`src/rtl/mux_bus_pkg.sv`:
```
// Shared state encoding, default bus timing and sizing helpers for the
// multiplexed address/data bus transfer engine.
package mux_bus_pkg;

  localparam logic [2:0] S_IDLE    = 3'd0;
  localparam logic [2:0] S_A_SETUP = 3'd1;
  localparam logic [2:0] S_A_STB   = 3'd2;
  localparam logic [2:0] S_A_GAP   = 3'd3;
  localparam logic [2:0] S_D_STB   = 3'd4;
  localparam logic [2:0] S_RECOVER = 3'd5;

  localparam int DEF_DATA_W = 8;
  localparam int DEF_NUM_CS = 1;
  localparam int DEF_T_ADS  = 2;
  localparam int DEF_T_STB  = 6;
  localparam int DEF_T_GAP  = 10;
  localparam int DEF_T_REC  = 4;

  function automatic int max4(input int a, input int b, input int c, input int d);
    int m;
    m = a;
    if (b > m) m = b;
    if (c > m) m = c;
    if (d > m) m = d;
    return m;
  endfunction

  // The timer holds (phase length - 1), so max_val-1 must fit.
  function automatic int tmr_width(input int max_val);
    return (max_val < 2) ? 1 : $clog2(max_val);
  endfunction

endpackage

```
`src/rtl/mux_bus_xfer_phase_timer.sv`:
```
// Loadable down-counter timing each bus phase; saturates at zero.
module phase_timer #(
  parameter int W = 4
) (
  input  logic         clk,
  input  logic         reset,
  input  logic         load,
  input  logic [W-1:0] load_val,
  output logic         zero,
  output logic         zero_next
);

  logic [W-1:0] count_q, count_d;

  always_comb begin
    count_d = count_q;
    if (load) begin
      count_d = load_val;
    end else if (count_q != '0) begin
      count_d = count_q - 1'b1;
    end
  end

  always_ff @(posedge clk) begin
    if (reset) count_q <= '0;
    else       count_q <= count_d;
  end

  assign zero      = (count_q == '0);
  assign zero_next = (count_d == '0);

endmodule

```
`src/rtl/mux_bus_xfer.sv`:
```
// Single-transfer engine for a multiplexed address/data bus with per-channel
// chip selects. Every output is a flop loaded from the next-state decode.
module mux_bus_xfer import mux_bus_pkg::*; #(
  parameter  int DATA_W = DEF_DATA_W,
  parameter  int NUM_CS = DEF_NUM_CS,
  parameter  int T_ADS  = DEF_T_ADS,
  parameter  int T_STB  = DEF_T_STB,
  parameter  int T_GAP  = DEF_T_GAP,
  parameter  int T_REC  = DEF_T_REC,
  localparam int CS_W   = (NUM_CS > 1) ? $clog2(NUM_CS) : 1
) (
  input  logic              clk,
  input  logic              reset,
  input  logic              req,
  input  logic              rnw,
  input  logic [CS_W-1:0]   cs_sel,
  input  logic [DATA_W-1:0] addr,
  input  logic [DATA_W-1:0] wdata,
  output logic              ready,
  output logic              done,
  output logic              err,
  output logic [DATA_W-1:0] rdata,
  output logic              ad_n,
  output logic [NUM_CS-1:0] cs_n,
  output logic              rd_n,
  output logic              wr_n,
  output logic [DATA_W-1:0] bus_out,
  output logic              bus_oe,
  input  logic [DATA_W-1:0] bus_in,
  output logic [2:0]        state_dbg
);

  localparam int TMR_W = tmr_width(max4(T_ADS, T_STB, T_GAP, T_REC));
  localparam logic [CS_W:0] NUM_CS_L = (CS_W + 1)'(NUM_CS);

  if (T_ADS < 1 || T_STB < 1 || T_GAP < 1 || T_REC < 1) begin : g_bad_timing
    $error("mux_bus_xfer: every timing parameter must be at least 1");
  end

  logic [2:0]        state_q, state_d;
  logic              rnw_q, rnw_d;
  logic [CS_W-1:0]   cs_sel_q, cs_sel_d;
  logic [DATA_W-1:0] addr_q, addr_d, wdata_q, wdata_d, rdata_q, rdata_d;
  logic              ready_q, ready_d, done_q, done_d, err_q, err_d;
  logic              ad_n_q, ad_n_d, rd_n_q, rd_n_d, wr_n_q, wr_n_d;
  logic [NUM_CS-1:0] cs_n_q, cs_n_d;
  logic [DATA_W-1:0] bus_out_q, bus_out_d;
  logic              bus_oe_q, bus_oe_d;

  logic              tmr_load, tmr_zero, tmr_zero_next;
  logic [TMR_W-1:0]  tmr_val;
  logic              accept, cs_ok_q, cs_ok_d, addr_phase, strobe, d_write;

  phase_timer #(.W(TMR_W)) u_timer (
    .clk       (clk),
    .reset     (reset),
    .load      (tmr_load),
    .load_val  (tmr_val),
    .zero      (tmr_zero),
    .zero_next (tmr_zero_next)
  );

  // Handshake: req is taken on a rising edge where req && ready; ready drops
  // for the whole transfer and any req seen meanwhile is dropped, not queued.
  assign accept  = req & ready_q;
  assign cs_ok_q = ({1'b0, cs_sel_q} < NUM_CS_L);

  always_comb begin
    state_d  = state_q;
    tmr_load = 1'b0;
    tmr_val  = '0;
    rnw_d    = rnw_q;
    cs_sel_d = cs_sel_q;
    addr_d   = addr_q;
    wdata_d  = wdata_q;
    rdata_d  = rdata_q;
    case (state_q)
      S_IDLE: if (accept) begin
        state_d  = S_A_SETUP;
        tmr_load = 1'b1;
        tmr_val  = TMR_W'(T_ADS - 1);
        rnw_d    = rnw;
        cs_sel_d = cs_sel;
        addr_d   = addr;
        wdata_d  = wdata;
      end
      S_A_SETUP: if (tmr_zero) begin
        state_d  = S_A_STB;
        tmr_load = 1'b1;
        tmr_val  = TMR_W'(T_STB - 1);
      end
      S_A_STB: if (tmr_zero) begin
        state_d  = S_A_GAP;
        tmr_load = 1'b1;
        tmr_val  = TMR_W'(T_GAP - 1);
      end
      S_A_GAP: if (tmr_zero) begin
        state_d  = S_D_STB;
        tmr_load = 1'b1;
        tmr_val  = TMR_W'(T_STB - 1);
      end
      S_D_STB: if (tmr_zero) begin
        state_d  = S_RECOVER;
        tmr_load = 1'b1;
        tmr_val  = TMR_W'(T_REC - 1);
        if (rnw_q && cs_ok_q) rdata_d = bus_in;
      end
      S_RECOVER: if (tmr_zero) state_d = S_IDLE;
      default: state_d = S_IDLE;
    endcase
  end

  // Outputs decode from the next state so they are registered yet aligned.
  always_comb begin
    cs_ok_d    = ({1'b0, cs_sel_d} < NUM_CS_L);
    addr_phase = (state_d inside {S_A_SETUP, S_A_STB, S_A_GAP});
    strobe     = (state_d == S_A_STB) || (state_d == S_D_STB);
    d_write    = (state_d == S_D_STB) && !rnw_d;
    ready_d    = (state_d == S_IDLE);
    done_d     = (state_d == S_RECOVER) && tmr_zero_next;
    err_d      = done_d && !cs_ok_d;
    ad_n_d     = !addr_phase;
    wr_n_d     = !((state_d == S_A_STB) || d_write);
    rd_n_d     = !((state_d == S_D_STB) && rnw_d);
    bus_oe_d   = addr_phase || d_write;
    bus_out_d  = addr_phase ? addr_d : (d_write ? wdata_d : '0);
    cs_n_d     = '1;
    for (int i = 0; i < NUM_CS; i++) begin
      if (strobe && cs_ok_d && (cs_sel_d == CS_W'(i))) cs_n_d[i] = 1'b0;
    end
  end

  always_ff @(posedge clk) begin
    if (reset) begin
      state_q   <= S_IDLE;
      rnw_q     <= 1'b0;
      cs_sel_q  <= '0;
      addr_q    <= '0;
      wdata_q   <= '0;
      rdata_q   <= '0;
      ready_q   <= 1'b1;
      done_q    <= 1'b0;
      err_q     <= 1'b0;
      ad_n_q    <= 1'b1;
      cs_n_q    <= '1;
      rd_n_q    <= 1'b1;
      wr_n_q    <= 1'b1;
      bus_out_q <= '0;
      bus_oe_q  <= 1'b0;
    end else begin
      state_q   <= state_d;
      rnw_q     <= rnw_d;
      cs_sel_q  <= cs_sel_d;
      addr_q    <= addr_d;
      wdata_q   <= wdata_d;
      rdata_q   <= rdata_d;
      ready_q   <= ready_d;
      done_q    <= done_d;
      err_q     <= err_d;
      ad_n_q    <= ad_n_d;
      cs_n_q    <= cs_n_d;
      rd_n_q    <= rd_n_d;
      wr_n_q    <= wr_n_d;
      bus_out_q <= bus_out_d;
      bus_oe_q  <= bus_oe_d;
    end
  end

  assign ready     = ready_q;
  assign done      = done_q;
  assign err       = err_q;
  assign rdata     = rdata_q;
  assign ad_n      = ad_n_q;
  assign cs_n      = cs_n_q;
  assign rd_n      = rd_n_q;
  assign wr_n      = wr_n_q;
  assign bus_out   = bus_out_q;
  assign bus_oe    = bus_oe_q;
  assign state_dbg = state_q;

endmodule

```
`config.mk`:
```
export PLATFORM = sky130hd
export DESIGN_NAME = mux_bus_xfer
export DESIGN_NICKNAME = d
export VERILOG_FILES = /design/src/rtl/mux_bus_pkg.sv /design/src/rtl/mux_bus_xfer_phase_timer.sv /design/src/rtl/mux_bus_xfer.sv
export SDC_FILE = /design/constraint.sdc
export NUM_CORES = 1
export LEC_CHECK = 0
export BUFFER_PORTS_ARGS = -buffer_cell sky130_fd_sc_hd__buf_2
export CAP_MARGIN = 5
export CORE_ASPECT_RATIO = 0.8
export CORE_MARGIN = 2
export CORE_UTILIZATION = 44
export CTS_CLUSTER_SIZE = 10
export DETAILED_ROUTE_END_ITERATION = 16
export HOLD_SLACK_MARGIN = 0.02
export PLACE_DENSITY = 0.73
export SETUP_SLACK_MARGIN = 0.15
export SYNTH_ARGS = -nofsm -noshare
export SYNTH_HDL_FRONTEND = slang
export SYNTH_HIERARCHICAL = 1
export SYNTH_SLANG_ARGS = --single-unit
```
`constraint.sdc`:
```
create_clock -name clk -period 7.6 [get_ports clk]
set_clock_uncertainty 0.05 [all_clocks]
set_input_delay 0 -clock clk [delete_from_list [all_inputs] [get_ports clk]]
set_output_delay 0 -clock clk [all_outputs]
set_load 0.02 [all_outputs]
```
==> impl_metrics.csv, run 1 <==
group,metric,value,unit
status,status,"finished clean",
setup_path,endpoint_kind,"flop",
synthesis,syn-instance-count,192,
routing,dr.first_iter.drc_count,150,
setup_path,r2r_end,"err",
timing,max_freq,342,MHz
synthesis,synth.most_common_cell,"dfxtp_1",
routing,wirelength,4370,microns
pwr,ir_worst_vdd,0.197,mV
synthesis,yosysWarnings,6,
place,hpwlAfterDp,2650,microns
place,pre_cts_slack,4.68,ns
global_routing,grt_max_degree,40,
synthesis,ys_ff_latch,49,
layout,antenna_cells,0,
setup_path,worstSetupEndpoint,"err",
pwr,pwr-share-comb,42.3,%
synthesis,ys_seq_area_share,50.9,%
timing,worst_pin_slew,0.711,ns
die,rows,21,
synthesis,yosysTopAreaCellShare,50.9,%
die,io_pins,56,
synthesis,yosysTopAreaCell,"dfxtp_1",
setup_path,cp_data_required_time,7.77,ns
setup_path,path_cells,"or3_4, nor2_4, a31o_2, nor3_1, a221oi_1, and4_1, inv_1, nor4b_2",
pwr,p_switching,0.354,mW
timing,holdWs,0.152,ns
synthesis,ys_top_cells_by_count,"dfxtp_1, nor2_1, mux2i_1",
setup_path,cp.arrival,3.10,ns
pwr,intPower,0.542,mW
synthesis,synth_xor_area_share,1.36,%
synthesis,synth_compound_area_share,9.68,%
global_routing,grt_remaining_overflow,0,
timing,relSlewSlack,52.6,%
die,start_util,45.8,%
clocking,cts_htree_levels,2,
layout,syn2layout_area_growth,33.4,%
routing,via_per_inst,5.00,
routing,dr.pass1.iters,4,
layout,drive_gt1_share,26.5,%
synthesis,synth_nets,222,
setup_path,criticalPathCategory,"reg -> reg",
synthesis,syn_area,1930,sq um
setup_path,crit_path_max_fanout,20,
synthesis,synthAdderAreaFrac,0.650,%
setup_path,slowest_stage,"nor2_4",
synthesis,muxShareOfSynthArea,15.1,%
clocking,cts_sinks,49,
pwr,seqPwrFrac,39.3,%
min_path,hp-class,"in -> reg",
synthesis,synth-simple-area-share,18.1,%
place,gp_congestion,0.794,
die,die_h,63.2,microns
clocking,clock_path_buffers,2,
timing,final-hold-violation-count,0,
die,dieArea,4920,sq um
setup_path,worstRegToRegCells,8,
clocking,clkLatencyLatePin,0.32,ns
synthesis,yosys-top-cells-area,"dfxtp_1, mux2i_1, nor2_1",
setup_path,critPathMaxStageDelay,0.55,ns
setup_path,r2r-start,"state_dbg[2]",
flow_run,max_cap_violations,0,
timing,timing.final.crit_share,38.5,%
timing,finalSetupViolations,0,
clocking,path_clk_slew,0.10,ns
die,core_area,4200,sq um
layout,final_cell_area,2570,sq um
synthesis,ys_async_sr_fraction,0,%
place,place_area,2210,sq um
routing,post-route-drc-count,0,
pwr,power_leakage,1.17,nW
clocking,cts_root_buf,"clkbuf_8",
timing,grt_setup_unrepaired,"no",
synthesis,ys_types,37,
pwr,p_sw_share,39.5,%
setup_path,critPathLaunch,"state_dbg[2]",
routing,wl_per_cell,13.5,microns
setup_path,cp-start-kind,"flop",
synthesis,synth.avg_cell_area,10.0,sq um
die,die_x,78.0,microns
global_routing,track_usage,18.5,%
timing,timing.setup.tns,0,ns
synthesis,synth_edf_count,0,
clocking,cts_inserted_buffers,5,
global_routing,grt_pass1_wl,7100,microns
timing,fin_crit,2.92,ns
place,portBuffers,55,
synthesis,ys.flop_type,"dfxtp_1",
pwr,finalPower,0.896,mW
layout,nNetsFinal,297,
synthesis,synth_top_family_by_area,"simple AND/OR/NAND/NOR gates",
timing,maxSlewViolCount,0,
routing,num_vias,1625,
routing,drtAntennaViolNets,0,
pwr,p_per_area,349,nW/um^2
timing,worst_slack,4.68,ns
global_routing,grt_pass1_vias,1525,
setup_path,worst-r2r-setup-slack,4.68,ns
clocking,cts_tree,"built",
pwr,clkPwrFrac,18.5,%
global_routing,antenna_found_initial,0,
## metrics by stage
stage,util (%),instances
floorplan,-,192
global placement,52.6,291
detailed placement,52.6,291
CTS,61.1,325
global route,61.1,325
finish,61.1,325
## cell families (layout without fill, tap and decap cells)
logic type | count (synthesis) | in the layout
and+or+nand+nor | 63 | 63
DFF | 49 | 49
AOI/OAI and AO/OA | 29 | 29
muxes | 29 | 29
buffers and inverters | 18 | 94
xor gates and xnor gates | 3 | 3
adders and majority gates | 1 | 1
## worst max-delay path: cells and delay by family (launching register included)
family          cells  cell delay [ns]
simple gates        5             1.61
compound gates      2             0.64
flops               1             0.47
buf+inv             1             0.06
## repair_timing
action,4_1_cts,5_1_grt
hold buffers,26,0
gates resized for setup,0,0
endpoints found under the hold margin,35,0
buffers inserted,0,0
## flip-flops by register name (all words and copies together) (netlist names)
name and cells:
rd_n 1, err 1, u_timer/count_q 4, cs_n 1, done 1, wdata_q 8, state_dbg 3, ad_n 1
rdata 8, addr_q 8, rnw_q 1, cs_sel_q 1, wr_n 1, bus_out 8, bus_oe 1, ready 1
## placed cells by master (no fill, tap or decap), types with 2 or more instances in the layout
| master | instances |
|---|---|
| dlygate4sd3_1 | 26 |
| a21oi_1 | 4 |
| buf_2 | 55 |
| dfxtp_1 | 49 |
| o22ai_1 | 9 |
| nand3b_1 | 3 |
| nor3_1 | 3 |
| nor3b_1 | 3 |
| xor2_1 | 2 |
| mux2i_1 | 29 |
| nand2b_1 | 3 |
| o21ai_0 | 7 |
| a211oi_1 | 2 |
| clkbuf_8 | 5 |
| nand2_1 | 6 |
| a31o_2 | 2 |
| inv_1 | 5 |
| nor2_1 | 33 |
## worst min-delay path by stage
stage / from / endpoint / slack, ns / depth (start not counted)
6_report: req / rnw_q / 0.15 / 4
2_1_floorplan: reset / u_timer/count_q[0] / 0.02 / 1
3_3_place_gp: bus_in[4] / rdata[4] / 0.19 / 3
3_5_place_dp: bus_in[7] / rdata[7] / 0.19 / 3
4_1_cts: req / rnw_q / 0.14 / 4
5_1_grt: req / rnw_q / 0.18 / 4
## power groups by stage
stage	Sequential [mW]	Clock (mW)	Combinational [mW]
floorplan	0.372	0	0.278
global placement	0.354	0	0.358
detailed placement	0.357	0	0.365
CTS	0.351	0.168	0.376
global route	0.360	0.180	0.415
finish	0.352	0.166	0.378
## final cells by class
class / count / area [sq um]
flip-flops and latches: 49 / 981
clock buffers: 5 / 68.8
repair buffers: 81 / 536
multi-input cells: 125 / 865
fillers: 358 / 1640
inverters: 5 / 18.8
well taps: 57 / 71.3
clock inverters: 3 / 28.8
## layer usage
layer | track usage, % | part of all wire [%] | vias up
li1 | - | - | 819
met1 | 24.6 | 47 | 752
met2 | 28.9 | 47 | 46
met3 | 4.73 | 4.8 | 8
met4 | 7.02 | 1.1 | 0
met5 | 0 | 0 | -
(Power assumes the default switching activity.)
==> run 2: changes to the inputs <==
- clock period: 7.6 -> 2.9 ns (I/O delays scaled with it)
==> run 2 against run 1 <==
  * Cell count is 0.62% higher
  * Power grew to 2.6 times the previous value
  * Register-to-register slack worse by 4.3 ns
  * Critical path depth is 1 higher
  * Fmax is 18% higher
  * Flip-flop and latch count stayed put
  * Final area is 0.54% higher
  * Worst setup slack worse by 4.3 ns
  * Core utilization is 0.33 points higher
  * Sequential power grew to 2.6 times the previous value
  * Critical endpoint unchanged
  * Largest cell class unchanged
  * Combinational power grew to 2.6 times the previous value
==> impl_metrics.csv, run 2 (same netlist as run 1, synthesis figures left out) <==
group,metric,value,unit
setup_path,cp_data_required_time,3.06,ns
layout,nNetsFinal,299,
min_path,hold_depth,4,
min_path,hp-class,"in -> reg",
layout,final_cell_area,2580,sq um
timing,finalSetupViolations,0,
timing,timing.final.crit_share,85.7,%
timing,fin_crit,2.48,ns
layout,syn2layout_area_growth,34.1,%
routing,dr.pass1.iters,4,
place,hpwlAfterDp,2650,microns
die,die_x,78.0,microns
place,portBuffers,55,
pwr,pwr-share-comb,42.5,%
flow_run,max_cap_violations,0,
clocking,cts_root_buf,"clkbuf_8",
pwr,power_leakage,1.18,nW
setup_path,criticalPathCategory,"reg -> reg",
setup_path,r2r-start,"u_timer/count_q[1]",
status,status,"finished clean",
clocking,clkLatencyLatePin,0.29,ns
pwr,seqPwrFrac,39.6,%
setup_path,crit_path_max_fanout,14,
clocking,cts_sinks,49,
layout,drive_gt1_share,27.0,%
die,dieArea,4920,sq um
timing,grt_setup_unrepaired,"no",
place,gp_congestion,0.803,
pwr,p_sw_share,38.0,%
global_routing,track_usage,16.7,%
die,die_h,63.2,microns
min_path,hp-start,"req",
setup_path,endpoint_kind,"flop",
pwr,finalPower,2.32,mW
timing,relSlewSlack,52.9,%
global_routing,grt_remaining_overflow,0,
timing,max_freq,403,MHz
setup_path,cp.arrival,2.65,ns
layout,antenna_cells,0,
pwr,intPower,1.44,mW
pwr,ir_worst_vdd,0.532,mV
pwr,p_switching,0.881,mW
pwr,clkPwrFrac,17.9,%
routing,post-route-drc-count,0,
min_path,holdPathEnd,"rnw_q",
clocking,path_clk_slew,0.09,ns
clocking,clock_path_buffers,2,
layout,final_cells,327,
global_routing,grt_pass1_wl,6590,microns
routing,num_vias,1616,
clocking,cts_tree,"built",
setup_path,worstRegToRegCells,9,
layout,mostFrequentLayoutCells,"buf_2, dfxtp_1, nor2_1",
routing,wirelength,4040,microns
layout,final_common_cell,"buf_2",
timing,maxSlewViolCount,0,
setup_path,worst-r2r-setup-slack,0.42,ns
global_routing,antenna_found_initial,0,
layout,fillerInstances,356,
pwr,p_per_area,899,nW/um^2
place,place_area,2230,sq um
routing,drtAntennaViolNets,0,
die,start_util,45.8,%
die,core_area,4200,sq um
place,dp.cells,293,
routing,dr.first_iter.drc_count,81,
timing,holdWs,0.170,ns
global_routing,grt_pass1_vias,1480,
global_routing,grt_max_degree,40,
setup_path,r2r_end,"err",
timing,timing.setup.tns,0,ns
clocking,cts_inserted_buffers,5,
setup_path,cp-start-kind,"flop",
timing,worst_pin_slew,0.706,ns
routing,wl_per_cell,12.4,microns
routing,via_per_inst,4.94,
die,rows,21,
clocking,cts_htree_levels,2,
die,io_pins,56,
timing,final-hold-violation-count,0,
[run 2: worst max-delay path, cell delays in order, from the launching register on]
cell and delay, ns:
dfxtp_1 0.32, inv_1 0.07, ha_1 0.19, nor3b_4 0.50, a31o_2 0.33, nor3_1 0.06, a221oi_1 0.34, and4_1 0.23
inv_1 0.05, nor4b_2 0.25
[run 2: area by class of cell]
type	instances	area, sq um	area share, %
Sequential cell	49	981	38.0
Multi-Input combinational cell	125	865	33.5
Timing Repair Buffer	83	551	21.3
Clock buffer	6	82.6	3.20
Tap cell	57	71.3	2.76
Inverter	5	18.8	0.727
Clock inverter	2	13.8	0.533
[run 2: timing repair]
item / in CTS / in global routing
endpoints found under the setup margin: 0 / 0
resized for setup: 0 / 0
buffers inserted: 0 / 0
endpoints found under the hold margin: 35 / 0
hold buffers: 26 / 0
[run 2: routing by layer]
metal | track usage [%] | part of all wire [%] | routed length [microns] | vias to the layer above
li1 | - | - | - | 822
met5 | 0 | 0 | 0 | -
met3 | 4.44 | 5.4 | 217 | 2
met2 | 27.8 | 47 | 1880 | 42
met1 | 21.7 | 48 | 1930 | 750
met4 | 3.95 | 0.35 | 14 | 0
[run 2: power groups by stage]
| stage | logic [mW] | registers (mW) | clock network [mW] |
|---|---|---|---|
| final | 0.987 | 0.920 | 0.415 |
| after detailed placement | 0.963 | 0.932 | 0 |
| after global routing | 1.10 | 0.938 | 0.457 |
| after CTS | 0.991 | 0.918 | 0.424 |
| after floorplan | 0.729 | 0.976 | 0 |
| after global placement | 0.950 | 0.930 | 0 |
[run 2: worst max-delay path by stage]
stage,startpoint,end,depth (start not counted)
6_report,u_timer/count_q[1],err,9
5_1_grt,u_timer/count_q[0],err,9
4_1_cts,u_timer/count_q[1],err,9
3_5_place_dp,u_timer/count_q[1],err,9
3_3_place_gp,u_timer/count_q[0],err,9
2_1_floorplan,state_dbg[2],err,10
[run 2: per-stage QoR]
stage	setup slack [ns]	utilization, %
after detailed placement	0.424	52.9
after global routing	0.172	61.4
final	0.416	61.4
after CTS	0.401	61.4
after floorplan	0.445	-
after global placement	0.543	52.9
